<file path="src/rtl/mat_mult_sched.sv">
// Round-robin scheduler sharing one 2x2 8-bit matrix multiply engine among NUM_REQ requesters.
// Operands are latched on grant; the result (or a timeout abort) returns with the requester ID.
module mat_mult_sched #(
    parameter int unsigned NUM_REQ        = 2,
    parameter int unsigned TIMEOUT_CYCLES = 64
) (
    input  logic                       clk,
    input  logic                       rst_n,
    input  logic [NUM_REQ-1:0]         req_valid_i,
    output logic [NUM_REQ-1:0]         req_ready_o,
    input  logic [NUM_REQ*32-1:0]      req_mat_a_i,
    input  logic [NUM_REQ*32-1:0]      req_mat_b_i,
    output logic                       eng_start_o,
    output logic [31:0]                eng_mat_a_o,
    output logic [31:0]                eng_mat_b_o,
    input  logic [31:0]                eng_mat_c_i,
    input  logic                       eng_done_i,
    output logic                       rsp_valid_o,
    input  logic                       rsp_ready_i,
    output logic [$clog2(NUM_REQ)-1:0] rsp_id_o,
    output logic [31:0]                rsp_mat_c_o,
    output logic                       rsp_err_o,
    output logic [31:0]                done_cnt_o
);
    localparam int unsigned ID_W  = $clog2(NUM_REQ);
    localparam int unsigned CNT_W = $clog2(TIMEOUT_CYCLES);

    typedef enum logic [1:0] {StIdle, StBusy, StResp, StDrain} state_e;

    state_e            state_q, state_d;
    logic [CNT_W-1:0]  cnt_q, cnt_d;
    logic [31:0]       a_q, a_d, b_q, b_d, c_q, c_d;
    logic [ID_W-1:0]   id_q, id_d, last_grant_q, last_grant_d;
    logic              err_q, err_d;
    logic [31:0]       done_cnt_q, done_cnt_d;

    logic              win_valid;
    logic [ID_W-1:0]   win_idx;
    int unsigned       idx;

    // Search starts one past the last grant so every requester gets a turn.
    always_comb begin
        win_valid = 1'b0;
        win_idx   = '0;
        idx       = 0;
        for (int unsigned k = 1; k <= NUM_REQ; k++) begin
            idx = (32'(last_grant_q) + k) % NUM_REQ;
            if (!win_valid && req_valid_i[idx]) begin
                win_valid = 1'b1;
                win_idx   = ID_W'(idx);
            end
        end
    end

    always_comb begin
        req_ready_o = '0;
        if (state_q == StIdle && win_valid) begin
            req_ready_o[win_idx] = 1'b1;
        end
    end

    always_comb begin
        state_d      = state_q;
        cnt_d        = cnt_q;
        a_d          = a_q;
        b_d          = b_q;
        c_d          = c_q;
        id_d         = id_q;
        err_d        = err_q;
        done_cnt_d   = done_cnt_q;
        last_grant_d = last_grant_q;
        unique case (state_q)
            StIdle: begin
                if (win_valid) begin
                    a_d          = req_mat_a_i[32*win_idx +: 32];
                    b_d          = req_mat_b_i[32*win_idx +: 32];
                    id_d         = win_idx;
                    last_grant_d = win_idx;
                    cnt_d        = '0;
                    state_d      = StBusy;
                end
            end
            StBusy: begin
                // Done is checked first so it wins over a coincident timeout.
                if (eng_done_i) begin
                    c_d        = eng_mat_c_i;
                    err_d      = 1'b0;
                    done_cnt_d = done_cnt_q + 32'd1;
                    state_d    = StResp;
                end else if (cnt_q == CNT_W'(TIMEOUT_CYCLES - 1)) begin
                    c_d     = '0;
                    err_d   = 1'b1;
                    state_d = StResp;
                end else begin
                    cnt_d = cnt_q + 1'b1;
                end
            end
            StResp: begin
                if (rsp_ready_i) state_d = StDrain;
            end
            StDrain: begin
                // A lingering done must not complete the next job.
                if (!eng_done_i) begin
                    cnt_d   = '0;
                    state_d = StIdle;
                end
            end
            default: state_d = StIdle;
        endcase
    end

    always_ff @(posedge clk or negedge rst_n) begin
        if (!rst_n) begin
            state_q      <= StIdle;
            cnt_q        <= '0;
            a_q          <= '0;
            b_q          <= '0;
            c_q          <= '0;
            id_q         <= '0;
            err_q        <= 1'b0;
            done_cnt_q   <= '0;
            last_grant_q <= ID_W'(NUM_REQ - 1);
        end else begin
            state_q      <= state_d;
            cnt_q        <= cnt_d;
            a_q          <= a_d;
            b_q          <= b_d;
            c_q          <= c_d;
            id_q         <= id_d;
            err_q        <= err_d;
            done_cnt_q   <= done_cnt_d;
            last_grant_q <= last_grant_d;
        end
    end

    assign eng_start_o = (state_q == StBusy);
    assign eng_mat_a_o = a_q;
    assign eng_mat_b_o = b_q;
    assign rsp_valid_o = (state_q == StResp);
    assign rsp_id_o    = id_q;
    assign rsp_mat_c_o = c_q;
    assign rsp_err_o   = err_q;
    assign done_cnt_o  = done_cnt_q;

    a_ready_onehot: assert property (@(posedge clk) disable iff (!rst_n) $onehot0(req_ready_o));
    a_start_busy: assert property (@(posedge clk) disable iff (!rst_n)
        eng_start_o |-> state_q == StBusy);
    a_rsp_stable: assert property (@(posedge clk) disable iff (!rst_n)
        rsp_valid_o && !rsp_ready_i |=> rsp_valid_o && $stable(rsp_id_o)
        && $stable(rsp_mat_c_o) && $stable(rsp_err_o));
endmodule

</file>
<file path="config.mk">
export PLATFORM = sky130hd
export DESIGN_NAME = mat_mult_sched
export DESIGN_NICKNAME = d
export VERILOG_FILES = /design/src/rtl/mat_mult_sched.sv
export SDC_FILE = /design/constraint.sdc
export NUM_CORES = 1
export LEC_CHECK = 0
export ABC_AREA = 1
export CAP_MARGIN = 40
export CORE_ASPECT_RATIO = 0.75
export CORE_MARGIN = 10
export CORE_UTILIZATION = 37
export CTS_CLUSTER_DIAMETER = 60
export DETAILED_ROUTE_END_ITERATION = 12
export PLACE_DENSITY = 0.74
export SLEW_MARGIN = 20
export SYNTH_ARGS = -nofsm -noshare
export SYNTH_HDL_FRONTEND = slang
export SYNTH_SLANG_ARGS = --single-unit
</file>
<file path="constraint.sdc">
create_clock -name clk -period 1.45 [get_ports clk]
set_input_delay 0.29 -clock clk [delete_from_list [all_inputs] [get_ports clk]]
set_output_delay 0.29 -clock clk [all_outputs]
set_load 0.01 [all_outputs]
</file>
==> results of run 1 <==
registers in the layout, summed over array words and instances (netlist names):
signal,cells
eng_mat_a_o,32
last_grant_q,1
cnt_q,6
state_q,2
rsp_id_o,1
done_cnt_o,32
eng_mat_b_o,32
rsp_mat_c_o,32
rsp_err_o,1
logic make-up after synthesis:
family | Yosys count
AO/OA/AOI/OAI | 74
XOR/XNOR | 23
flip-flops | 139
buffers and inverters | 77
adder cells (fa/ha/maj) | 7
AND/OR/NAND/NOR | 410
power groups by stage:
stage          Sequential [mW]  Clock [mW]  Combinational, mW
3_5_place_dp              6.25           0               8.67
4_1_cts                   6.24        4.53               9.30
6_report                  6.30        4.47               9.55
5_1_grt                   6.46        4.72               10.4
2_1_floorplan             6.84           0               3.05
3_3_place_gp              6.16           0               8.51
per-stage QoR:
| stage | power [mW] | util, % | cells | area [um2] | setup slack (ns) |
|---|---|---|---|---|---|
| floorplan | 9.89 | - | 730 | 6370 | -0.0527 |
| global placement | 14.7 | 59.2 | 1261 | 9930 | -0.555 |
| detailed placement | 14.9 | 59.2 | 1261 | 9930 | -0.606 |
| CTS | 20.1 | 66.9 | 1334 | 11200 | -0.295 |
| global route | 21.6 | 68.1 | 1338 | 11400 | -0.375 |
| finish | 20.3 | 68.1 | 1338 | 11400 | -0.312 |
how the worst max path moves through the flow:
stage,from,end,slack [ns]
finish,last_grant_q$_DFFE_PN1P_,req_ready_o[0],-0.31
global route,state_q[1]$_DFFE_PN0P_,done_cnt_o[28]$_DFFE_PN0P_,-0.37
CTS,last_grant_q$_DFFE_PN1P_,req_ready_o[0],-0.29
detailed placement,req_valid_i[0],req_ready_o[0],-0.61
global placement,req_valid_i[0],req_ready_o[0],-0.55
floorplan,state_q[1]$_DFFE_PN0P_,done_cnt_o[26]$_DFFE_PN0P_,-0.05
cells in the final DEF, fill, tap and decap left out, types with 2 or more instances in the layout:
cell type	count
o21ai_0	3
o21ai_1	3
buf_12	9
nand4_1	13
a22oi_1	50
buf_2	2
a21oi_1	3
buf_6	17
inv_8	2
nand2_1	269
bufinv_16	2
dfrtp_1	133
nand3_4	2
nand3_1	15
clkdlybuf4s50_1	164
xnor2_1	11
dfrtp_2	5
nor2_2	3
nand2_8	2
clkinv_4	4
clkbuf_16	18
inv_2	7
nand3_2	14
nor2_4	15
ha_1	2
ha_4	5
nand2_4	3
clkbuf_2	8
inv_1	39
buf_16	9
nor2_1	26
xor2_1	11
a22oi_2	14
buf_4	58
clkdlybuf4s15_1	16
nor3_4	3
nand2_2	43
inv_6	6
dlygate4sd2_1	103
worst max-delay path, cell delays in order, from the launching register on:
cell and delay [ns]:
dfstp_2 0.55, nand2_2 0.09, nand3_2 0.09, nand2_2 0.06, inv_2 0.07, nand2_2 0.05, inv_2 0.06, buf_6 0.09
repair_timing:
action	in CTS	in global routing
resized for setup	277	70
endpoints found under the hold margin	21	0
gates cloned	8	1
buffers inserted	32	10
setup endpoints to repair	261	163
hold buffers	1	0
pin swaps	50	28
cell type report:
cell class | count | share of cell area [%]
repair buffers | 390 | 34.0
flip-flops and latches | 139 | 30.5
multi-input cells | 514 | 26.2
clock buffers | 17 | 3.72
well taps | 215 | 2.35
inverters | 48 | 1.64
clock inverters | 15 | 1.60
routing by layer:
layer	GRT usage [%]	vias up	share of wire, %
li1	-	3125	-
met1	25.9	3128	39
met2	38.3	263	49
met3	7.67	31	9.5
met4	5.88	0	2.1
met5	0	-	0
==> results.py, run 1 <==
metrics = {
    "clock_network": {
        "numCtsBuffers": 17,
        "tritoncts": "yes",
        "cts-root-buf": "clkbuf_16",
        "cts_sinks": 139,
        "clk-insertion-delay-late_ns": 0.42,
        "h-tree-depth": 4,
        "clk_pin_slew_ns": 0.06,
        "cts_buffer_depth": 2,
    },
    "cells_and_area": {
        "multi_input_area_mm2": 0.00299,
        "syn2layout_area_growth_pct": 81.1,
        "nets": 1283,
        "ff_latch_area_mm2": 0.00349,
        "nFillCells": 1305,
        "drive_above_1_share_pct": 23.0,
        "antennaDiodeCount": 0,
    },
    "critical_path": {
        "rrSetupSlack_ns": -0.28,
        "critPathKind": "register to primary output",
        "end_kind": "primary output",
        "critPathRequiredTime_ns": 1.16,
        "cp.arrival_ns": 1.47,
        "crit_fanout": 3,
        "rr_endpoint": "done_cnt_o[28]$_DFFE_PN0P_",
        "cp-start-kind": "register",
        "r2r-start": "state_q[1]$_DFFE_PN0P_",
        "worstRegToRegCells": 10,
    },
    "worst_hold_path": {
        "min-delay-path-class": "input pin to asynchronous set/reset pin",
    },
    "synthesis": {
        "ys_seq_area_share_pct": 55.1,
        "synth_top_area_share_pct": 54.7,
        "synth_simple_gate_area_share_pct": 26.5,
        "synth_seq_cells": 139,
        "synthArstFlopShare_pct": 100,
        "yosys.area_share.xor_xnor_pct": 3.19,
        "synthFlopType": "dfrtp_1",
        "syn_avg_cell_area_um2": 8.65,
        "synth-edff-count": 0,
        "synth_compound_area_share_pct": 8.44,
        "synth_cell_types": 26,
        "ys.warnings.count": 0,
        "synth_nets": 903,
        "synthMuxAreaShare_pct": 0,
        "synth_top_family_by_area": "simple AND/OR/NAND/NOR gates",
        "syn_inst": 730,
        "synthTopCellsByCount": "nand2_1, dfrtp_1, a22oi_1, inv_1, nor2_1",
        "synth.most_common_cell": "nand2_1",
        "synth_fa_ha_area_share_pct": 1.39,
        "netlist_area_mm2": 0.00631,
        "yosysTopAreaCell": "dfrtp_1",
        "synth_area_leaders": "dfrtp_1, nand2_1, a22oi_1",
    },
    "power": {
        "combPwrFrac_pct": 47.0,
        "p_per_area_mw_per_mm2": 1780,
        "ir_drop_mv": 0.994,
        "internal_power_mw": 12.6,
        "p_sw_mw": 7.72,
        "clkPwrFrac_pct": 22.0,
        "leakagePower_nw": 5.68,
        "seqPwrFrac_pct": 31.0,
        "p_sw_share_pct": 38.0,
    },
    "global_routing": {
        "grt_max_degree": 36,
        "gr-usage-all-layers_pct": 22.3,
        "antenna_found_initial": 0,
        "overflow": 0,
        "grt_pass1_wl_um": 39600,
        "first_global_vias": 6998,
    },
    "sta": {
        "worst_hold_slack_ns": 0.319,
        "tightestPinTransition_ns": 0.408,
        "maxSlewViolCount": 0,
        "setup_violations": 137,
        "rsz0062_at_grt": "true",
        "setup_ws_ns": -0.312,
        "max_freq_mhz": 568,
        "slew-limit-headroom_pct": 72.7,
        "fin_skew_ns": 0.0102,
        "setup_tns_ns": -15.30,
        "fin_crit_ns": 1.76,
        "fin_crit_sh_pct": 122,
        "hold_viol_final": 0,
    },
    "detailed_routing": {
        "drc": 0,
        "initialDrtViolationCount": 408,
        "wl_per_cell_um": 19.4,
        "viasPerCell": 4.89,
        "antenna_left": 0,
        "routed_wl_um": 26000,
        "via_count": 6547,
        "first_pass_iters": 5,
    },
    "floorplanning": {
        "placementRows": 41,
        "dieHeight_um": 133,
        "dieArea_mm2": 0.0227,
        "design.portCount": 300,
        "core_area_mm2": 0.0168,
        "initial_core_util_pct": 37.6,
        "die_w_um": 171,
    },
    "place": {
        "gp_congestion": 0.838,
        "portBuffers": 299,
        "post-dp-hpwl_um": 17700,
    },
    "run_status": {
        "status": "finished, violations left",
        "violations": "setup timing",
    },
    "job": {
        "max-cap-violations": 0,
    },
}
Power figures use the tool's default switching activity.
==> run 2, diff against run 1 <==
SLEW_MARGIN = unset   (was 20)
==> results of run 2 <==
The final DEF is identical to that of run 1; final timing and power are the same.
==> run 3, diff against run 2 <==
CORE_UTILIZATION = 45   (was 37)
PLACE_DENSITY = 0.84   (was 0.74)
clock period = 2.1 ns   (was 1.45 ns; I/O delays follow)
==> run 3 against run 2 <==
  * The run now ends clean
  * Clock skew up 0.00085 ns
  * Core utilization rose by 5.6 points
  * Clock-buffer cell count up 1
  * Wire length fell by 15%
  * Global-route usage rose by 0.18 points
  * Register-to-register slack improved by 0.55 ns
  * Via count fell by 6.3%
  * Final cell count down 8.6%
  * Critical path type unchanged
  * Critical endpoint is now req_ready_o[1]
==> results.py, run 3 (synthesis results as in run 1) <==
metrics = {
    "detailed_routing": {
        "via_count": 6132,
        "first_pass_iters": 5,
        "wl_per_cell_um": 18.2,
        "initialDrtViolationCount": 328,
        "viasPerCell": 5.01,
        "drc": 0,
        "antenna_left": 0,
        "routed_wl_um": 22200,
    },
    "cells_and_area": {
        "antennaDiodeCount": 0,
        "syn2layout_area_growth_pct": 60.7,
        "ff_latch_area_mm2": 0.00348,
        "final_cell_mix": "nand2_1, clkdlybuf4s50_1, dfrtp_1",
        "nets": 1208,
        "final_common_cell": "nand2_1",
        "drive_above_1_share_pct": 6.30,
        "multi_input_area_mm2": 0.00250,
        "nFillCells": 1016,
        "fin_area_mm2": 0.0101,
    },
    "floorplanning": {
        "initial_core_util_pct": 45.9,
        "die_w_um": 157,
        "design.portCount": 300,
        "core_area_mm2": 0.0137,
        "dieHeight_um": 123,
        "dieArea_mm2": 0.0192,
        "placementRows": 37,
    },
    "sta": {
        "setup_violations": 0,
        "rsz0062_at_grt": "false",
        "setup_tns_ns": 0,
        "slew-limit-headroom_pct": 52.3,
        "fin_skew_ns": 0.0111,
        "fin_crit_sh_pct": 96.2,
        "tightestPinTransition_ns": 0.715,
        "hold_viol_final": 0,
        "maxSlewViolCount": 0,
        "fin_crit_ns": 2.02,
        "max_freq_mhz": 495,
    },
    "place": {
        "post-dp-hpwl_um": 16900,
        "gp_congestion": 0.878,
        "portBuffers": 299,
        "dpl_cell_area_mm2": 0.00952,
    },
    "global_routing": {
        "antenna_found_initial": 0,
        "grt_pass1_wl_um": 33800,
        "overflow": 0,
        "grt_max_degree": 66,
        "gr-usage-all-layers_pct": 22.4,
        "first_global_vias": 6082,
    },
    "power": {
        "clkPwrFrac_pct": 23.5,
        "seqPwrFrac_pct": 33.0,
        "p_sw_mw": 4.59,
        "p_sw_share_pct": 35.5,
        "internal_power_mw": 8.34,
        "ir_drop_mv": 0.751,
        "leakagePower_nw": 4.82,
        "p_per_area_mw_per_mm2": 1270,
        "combPwrFrac_pct": 43.5,
    },
    "critical_path": {
        "critPathKind": "register to primary output",
        "cp-start-kind": "register",
        "critPathRequiredTime_ns": 1.68,
        "crit_fanout": 3,
        "end_kind": "primary output",
        "cp.arrival_ns": 1.60,
    },
    "job": {
        "max-cap-violations": 0,
    },
    "run_status": {
        "status": "finished, final reports clean",
    },
    "clock_network": {
        "numCtsBuffers": 17,
        "clk_pin_slew_ns": 0.07,
        "cts-root-buf": "clkbuf_16",
        "cts_buffer_depth": 2,
        "h-tree-depth": 4,
        "cts_sinks": 139,
        "tritoncts": "yes",
        "clk-insertion-delay-late_ns": 0.41,
    },
    "worst_hold_path": {
        "min-delay-path-class": "input pin to asynchronous set/reset pin",
    },
}
==> run 3: cell types whose count changed in the layout (fill, tap and decap cells not counted), sizes merged <==
cell           previous run  this run
clkbuf                   26        19
bufbuf                    1         0
buf                      95        16
clkdlybuf4s15            17         0
dlygate4sd2             103         2
clkinv                    6         5
dlymetal6s2s              0         1
clkinvlp                  0         2
clkdlybuf4s50           164       294
inv                      55        53
==> run 3: layer usage <==
layer | global-route usage (%) | up-vias | share of wire, %
li1 | - | 2963 | -
met1 | 25.5 | 2899 | 39
met2 | 37.3 | 243 | 48
met3 | 10.3 | 27 | 11
met4 | 7.06 | 0 | 1.7
met5 | 0 | - | 0
==> run 3: repair_timing <==
action                                  CTS  global route
cloned                                    0             0
gates resized for setup                   5             3
buffers inserted                          2             0
hold buffers                              1             0
endpoints found under the setup margin    4             2
endpoints found under the hold margin     7             0
==> run 3: per-stage QoR <==
step	total power, mW	util (%)	worst slack [ns]	cells	hold WS [ns]
floorplan	6.77	-	0.472	730	0.124
global placement	9.77	69.3	-0.150	1188	0.236
detailed placement	9.92	69.3	-0.186	1188	0.234
CTS	13.1	73.8	0.0126	1223	0.350
global route	13.7	73.8	0.00862	1223	0.373
finish	12.9	73.8	0.0803	1223	0.379
==> run 3: worst paths after layout <==
| check | from | endpoint | slack, ns | cells past startpoint |
|---|---|---|---|---|
| min reg2reg | rsp_mat_c_o[27]$_DFFE_PN0P_ | rsp_mat_c_o[27]$_DFFE_PN0P_ | 0.47 | 2 |
| max reg2reg | last_grant_q$_DFFE_PN1P_ | eng_mat_b_o[27]$_DFFE_PN0P_ | 0.27 | 9 |
| min in group clk | rsp_mat_c_o[27]$_DFFE_PN0P_ | rsp_mat_c_o[27]$_DFFE_PN0P_ | 0.47 | 2 |
| min | rst_n | rsp_mat_c_o[5]$_DFFE_PN0P_ | 0.38 | 2 |
| max | state_q[0]$_DFFE_PN0P_ | req_ready_o[1] | 0.08 | 5 |
| max in group asynchronous | rst_n | eng_mat_b_o[19]$_DFFE_PN0P_ | 1.15 | 3 |
==> run 3: critical path, stage by stage, from the launching register on <==
cell	delay, ns
dfrtp_1	0.40
inv_2	0.08
ha_2	0.21
inv_1	0.10
nor2_4	0.11
dlygate4sd2_1	0.28
==> run 3: cell type report <==
cell class	instances	share of cell area, %
clock inverter	14	1.59
sequential	139	34.3
multi-input combinational	514	24.7
tap	175	2.16
clock buffer	18	4.33
inverter	48	1.78
timing repair buffer	315	31.2
==> run 3: power by group through the flow <==
stage / clock, mW / sequential [mW] / combinational, mW
2_1_floorplan: 0 / 4.72 / 2.06
3_3_place_gp: 0 / 4.26 / 5.51
3_5_place_dp: 0 / 4.30 / 5.62
4_1_cts: 3.09 / 4.26 / 5.70
5_1_grt: 3.22 / 4.38 / 6.14
6_report: 3.04 / 4.27 / 5.62
